==> config.mk <==
export PLATFORM = sky130hd
export DESIGN_NAME = prog_loader
export DESIGN_NICKNAME = d
export VERILOG_FILES = /design/src/rtl/prog_loader.sv
export SDC_FILE = /design/constraint.sdc
export NUM_CORES = 1
export LEC_CHECK = 0
export CAP_MARGIN = 20
export CORE_MARGIN = 3
export CORE_UTILIZATION = 45
export CTS_CLUSTER_SIZE = 40
export DETAILED_ROUTE_END_ITERATION = 10
export DONT_BUFFER_PORTS = 1
export PLACE_DENSITY = 0.61
export SYNTH_ARGS = -nofsm -noshare
export SYNTH_HDL_FRONTEND = slang
export SYNTH_SLANG_ARGS = --single-unit
==> constraint.sdc <==
create_clock -name clk -period 2.9 [get_ports clk]
set_input_delay 0.58 -clock clk [delete_from_list [all_inputs] [get_ports clk]]
set_output_delay 0.58 -clock clk [all_outputs]
set_load 0.01 [all_outputs]
==> src/rtl/prog_loader.sv <==
// prog_loader: writer side of the instruction-memory interface.
// Streams W-bit program words into instruction memory at sequential
// addresses, one per handshake, then compares a trailing XOR checksum word.
// The core is held in reset until a load completes with a good checksum.
module prog_loader #(
    parameter int D = 12,
    parameter int W = 9
) (
    input  logic         clk,
    input  logic         reset,
    input  logic         start,
    input  logic [D:0]   len,
    input  logic         in_valid,
    input  logic [W-1:0] in_data,
    output logic         in_ready,
    output logic         im_wr_en,
    output logic [D-1:0] im_addr,
    output logic [W-1:0] im_wr_data,
    output logic         core_reset,
    output logic         busy,
    output logic         load_done,
    output logic         chk_err
);

    localparam logic [2:0] S_IDLE  = 3'd0;
    localparam logic [2:0] S_LOAD  = 3'd1;
    localparam logic [2:0] S_CHECK = 3'd2;
    localparam logic [2:0] S_DONE  = 3'd3;
    localparam logic [2:0] S_ERR   = 3'd4;

    logic [2:0]   state;
    logic [D:0]   cnt;      // D+1 bits so len == 2**D is reachable without wrap
    logic [D:0]   len_q;
    logic [W-1:0] acc;
    logic         xfer;
    logic         load_xfer;

    assign xfer      = in_valid && in_ready;
    assign load_xfer = xfer && (state == S_LOAD);

    // Status outputs are pure decodes of the registered state.
    always_comb begin
        in_ready   = (state == S_LOAD) || (state == S_CHECK);
        busy       = (state == S_LOAD) || (state == S_CHECK);
        load_done  = (state == S_DONE);
        chk_err    = (state == S_ERR);
        core_reset = (state != S_DONE);
    end

    // Sequencing: start sampling, word counting, checksum accumulation and compare.
    always_ff @(posedge clk or negedge reset) begin
        if (!reset) begin
            state <= S_IDLE;
            cnt   <= '0;
            len_q <= '0;
            acc   <= '0;
        end else begin
            case (state)
                S_IDLE, S_DONE, S_ERR: begin
                    if (start && (len != '0)) begin
                        state <= S_LOAD;
                        len_q <= len;
                        cnt   <= '0;
                        acc   <= '0;
                    end
                end
                S_LOAD: begin
                    if (xfer) begin
                        acc <= acc ^ in_data;
                        cnt <= cnt + 1'b1;
                        if (cnt == len_q - 1'b1) begin
                            state <= S_CHECK;
                        end
                    end
                end
                S_CHECK: begin
                    if (xfer) begin
                        state <= (in_data == acc) ? S_DONE : S_ERR;
                    end
                end
                default: state <= S_IDLE;
            endcase
        end
    end

    // Registered memory write port: one strobe the cycle after each program-word transfer.
    always_ff @(posedge clk or negedge reset) begin
        if (!reset) begin
            im_wr_en   <= 1'b0;
            im_addr    <= '0;
            im_wr_data <= '0;
        end else begin
            im_wr_en <= load_xfer;
            if (load_xfer) begin
                im_addr    <= cnt[D-1:0];
                im_wr_data <= in_data;
            end
        end
    end

endmodule

# After elaboration in Yosys (flattened, before gate mapping)

Index checks and enable logic that the tools add are counted.

Add/sub/neg operators: 2
Div/mod/pow operators: 0
Shift operators: 0
Multiplexer cells: 12
Reductions and logical operators: 11
$mul: 0
Bitwise gates (word level): 1
Equality and inequality tests: 11
Magnitude comparators: 0

Operators with widths:

| cell                                                                    | count |
|---|---|
| 13-bit 2-to-1 mux                                                       | 2 |
| 13-bit case mux with 2 select lines                                     | 1 |
| 9-bit 2-to-1 mux                                                        | 2 |
| 9-bit case mux with 2 select lines                                      | 1 |
| 3-bit 2-to-1 mux                                                        | 5 |
| 13-bit by 1-bit adder with 13-bit output, second input constant         | 1 |
| 13-bit == test                                                          | 1 |
| 13-bit nonzero test                                                     | 1 |
| 13-bit by 1-bit subtractor with 13-bit output, second input constant    | 1 |
| 9-bit == test                                                           | 1 |
| 3-bit case mux with 3 select lines                                      | 1 |
| 9-bit XOR                                                               | 1 |
| 3-bit by 2-bit == test with 1-bit output, second input constant         | 2 |
| 2-bit inequality test, second input constant                            | 3 |
| 4-bit AND reduction                                                     | 1 |
| 3-bit by 1-bit == test with 1-bit output, second input constant         | 1 |
| 3-bit == test, second input constant                                    | 1 |
| 1-bit logical AND                                                       | 3 |
| 3-bit zero test                                                         | 1 |
| 3-bit by 2-bit inequality test with 1-bit output, second input constant | 1 |
| 3-bit AND reduction                                                     | 1 |
| 3-bit OR reduction                                                      | 1 |
| 2-bit by 1-bit inequality test with 1-bit output, second input constant | 1 |
| 2-bit AND reduction                                                     | 1 |
| other kinds (2)                                                         | 2 |

RAM bits: 0
Memories: 0
Bits in read-only memories: 0
Bits of input ports: 26
Bits in latches: 0
Bits in registers: 60
Logic and storage cells: 44

# Logic depth before layout (Yosys ltp)

Word-level depth: 5
Depth in mapped cells: 10
Depth with buffers taken out: 9

# Worst setup path after synthesis

No wires, ideal clock.

Kind: reg2reg
Start: register len_q[0]
End: register state[2]
Library setup time: 0.128 ns
Data required time: 2.772 ns
Cell stages (with the launch flop): 11
Arrival time: 2.451 ns
Path slack: 0.321 ns
Path through: dfrtp_1 > inv_1 > ha_1 > or4b_4 > buf_6 > a2111oi_1 > a31oi_1 > nor3b_1 > a31oi_1 > o22ai_2 > mux2_1

Cells in the longest elaborated chain, start to end: 4

RTL lines:

| what                                                              | line | RTL |
|---|---|---|
| start, declared                                                   | 33   | `logic [D:0] len_q;` |
| start signal, assigned                                            | 62   | `len_q <= len;` |
| 13-bit by 1-bit subtractor with 13-bit output                     | 71   | `if (cnt == len_q - 1'b1) begin` |
| 13-bit == test                                                    | 71   |  |
| 2-bit by 1-bit inequality test with 1-bit output (no source line) | -    |  |
| 4-bit AND reduction (no source line)                              | -    |  |
| end signal, assigned                                              | 78   | `state <= (in_data == acc) ? S_DONE : S_ERR;` |
| end, declared                                                     | 31   | `logic [2:0] state;` |

Every way passes these cells.
A chain may end at the register's enable or synchronous reset.

# Final worst setup path

Same ends and word-level chain as after synthesis.

==> results.md <==
* Worst VDD drop at about 0.00045 V
* Most frequent cells in the layout: nand2_1, dfrtp_1, o21ai_0, nor2_1
* CP endpoint kind: register
* Syn Nets at a little under 400
* Largest net degree at the start of global routing at just over 60
* First-pass GRT wire length at ~12000 µm
* Initial Util at a little under half
* RSZ-0062 raised after global routing: no
* Die area at roughly 8000 µm²
* Worst endpoint required time at roughly 3.1 ns
* CTS tree: built
* Clock Sinks at 60
* CTS H-tree depth at 3
* Hpwl dp at 4990 µm
* Design area at 3450 µm²
* Post-CTS setup buffer count at 0
* Non-Filler Instances at approximately 460
* Worst hold slack at between 0.08 and 0.09 ns
* Slew @ Worst Pin at between 0.8 and 0.9 ns
* Placed Cells incl. Taps at between 400 and 500
* Clk slew on worst S/H paths at 0.08 ns
* Synth Cell Area at 3150 µm²
* Share of cells above drive strength 1 at around 8.6%
* WL final at about 7100 µm
* Initial antenna violation count at 0
* Final worst slack at 0.170 ns
* CP Class: register to register
* Tmin final at between 2 and 3 ns
* Nets at 393
* Max clock buf depth at 2
* Area after DPL at 3210 µm²
* Worst Hold Class: input pin to async pin
* Pins over their slew limit at 0
* Num ports at 53
* Via-per-instance ratio at ~5.3
* Total CTS buffers at 9
* DR vias at 2462
* Slew HR at 41.5%
* Router iterations before antenna repair at 6
* Worst Path Max Fanout at 7
* Core area at ~6600 µm²
* Commonest non-fill, non-tap cell in the layout: nand2_1
* GP Congestion at ~0.96
* IO buf count at 0
* Hold violation total from the final report at 0
* Post-synth top flop: dfrtp_1
* Ys Warns at 0
* Tot GR Track Use at 19.8%
* Die W at approximately 90 µm
* Top cell type's share of synthesized area at between 40% and 50%
* Worst slack at placement at 0.151 ns
* Fmax at 0.366 GHz
* FF+latch count, synth at 60
* Clk Latency, worst-skew pair at 0.35 ns
* Post-Synthesis Cells at 366
* Wire per inst at between 15 and 20 µm
* Power density cells at a little under 1000 nW/µm²
* Async set-reset flop share out of synthesis at 100%
* # rows at 29
* Startpoint Class: register
* Area grow syn2layout at 9.82%
* Top post-synthesis cells by area: dfrtp_1, nand2_1, o21ai_0
* CTS Root Cell: clkbuf_8
* Netlist cell types at 48
* Die H at around 90 µm
* Max Cap Viol at 0
* Sequential area share after synthesis at 47.7%
* Synthesized area per cell at between 8 and 9 µm²
* Synth area leader: dfrtp_1
* DRC at 0
* Pleak at around 1.6 nW
* Grt total ovfl at 0
* Setup TNS at 0 ns
* Number of diodes at 0
* Detailed Route Iter0 Violations at between 100 and 150
* Outcome: completed
* Worst Path Arrival at ~3 ns
* Final worst path period share at ~94%
* # setup viols final at 0
* Clock skew at ~0.0094 ns
* Post-synth EDFFs at 0
* Final ANT Viol Nets at 0
* Vias in the first global route at between 2000 and 3000
-- critical path, stage by stage, from the launching register on --
cell and delay, ns:
dfrtp_1 0.45, inv_1 0.10, ha_2 0.23, or4b_4 0.55, a2111oi_1 0.40, a31oi_1 0.07
nor3b_1 0.20, a31oi_1 0.10, o22ai_2 0.19, mux2_1 0.34
-- kinds of logic (layout without fill, tap and decap cells) --
logic type      count (synthesis)  in the layout  share of synthesized area, %
fa+ha+maj                       2              2                         0.795
xor+xnor                       32             32                          8.91
buf+inv                        25             29                          3.58
simple gates                  181            181                          25.9
compound gates                 65             65                          12.8
mux                             1              1                         0.358
flops                          60             60                          47.7
-- repair_timing --
action / CTS / global route
resized for setup: 0 / 3
endpoints found under the setup margin: 0 / 1
hold buffers: 1 / 0
endpoints found under the hold margin: 60 / 0
-- layer usage --
layer  vias to the layer above  global-route usage [%]  share of wire (%)
li1                       1238                       -                  -
met1                      1160                    25.9                 46
met2                        54                    31.6                 46
met3                        10                    5.11                5.8
met4                         0                    7.31                1.5
met5                         -                       0                  0
-- worst paths after layout --
kind                                from       endpoint  slack [ns]  cells past startpoint
worst min register to register    acc[1]         acc[1]        0.50                      1
worst max-delay path            len_q[0]       state[2]        0.17                      9
min in group clk                  len[3]       len_q[3]        0.34                      2
max in group asynchronous          reset      len_q[11]        2.54                      1
worst min-delay path               reset  im_wr_data[2]        0.09                      1
worst max register to register  len_q[0]       state[2]        0.17                      9
-- sequential cells by signal, summed over array words and instances, names as in the netlist --
signal	flops
acc	9
cnt	13
im_addr	12
im_wr_data	9
im_wr_en	1
len_q	13
state	3
-- cell usage after synthesis (all sizes together) (2+ instances only) --
library cell,count
ha,2
nand2,107
nand3b,2
nand4b,2
nor2,27
xor2,16
a21oi,9
a2111oi,2
or3,6
or4,3
dfrtp,60
a31oi,6
buf,3
nand2b,3
nor3b,2
nand4,5
xnor2,16
or2,2
clkbuf,15
nor3,11
a21o,2
inv,7
and3,2
nand3,4
o21ai,33
-- through the flow --
stage	power (mW)	util, %
after floorplan	2.33	-
after global placement	2.55	48.9
after detailed placement	2.58	48.9
after CTS	3.38	52.4
after global routing	3.64	52.6
final	3.37	52.6
-- power breakdown --
part           switching (mW)  internal (mW)  leakage (nW)
Combinational           0.719          0.479         0.691
Clock                   0.361          0.399        0.0918
Sequential              0.324           1.08         0.786
Total                    1.40           1.96          1.57
-- layout make-up --
| class | count | area [µm²] |
|---|---|---|
| Clock buffer | 9 | 124 |
| Clock inverter | 7 | 75.1 |
| Fill cell | 616 | 3110 |
| Inverter | 7 | 26.3 |
| Multi-Input combinational cell | 281 | 1550 |
| Sequential cell | 60 | 1500 |
| Tap cell | 93 | 116 |
| Timing Repair Buffer | 6 | 65.1 |
Power figures use the tool's default switching activity.
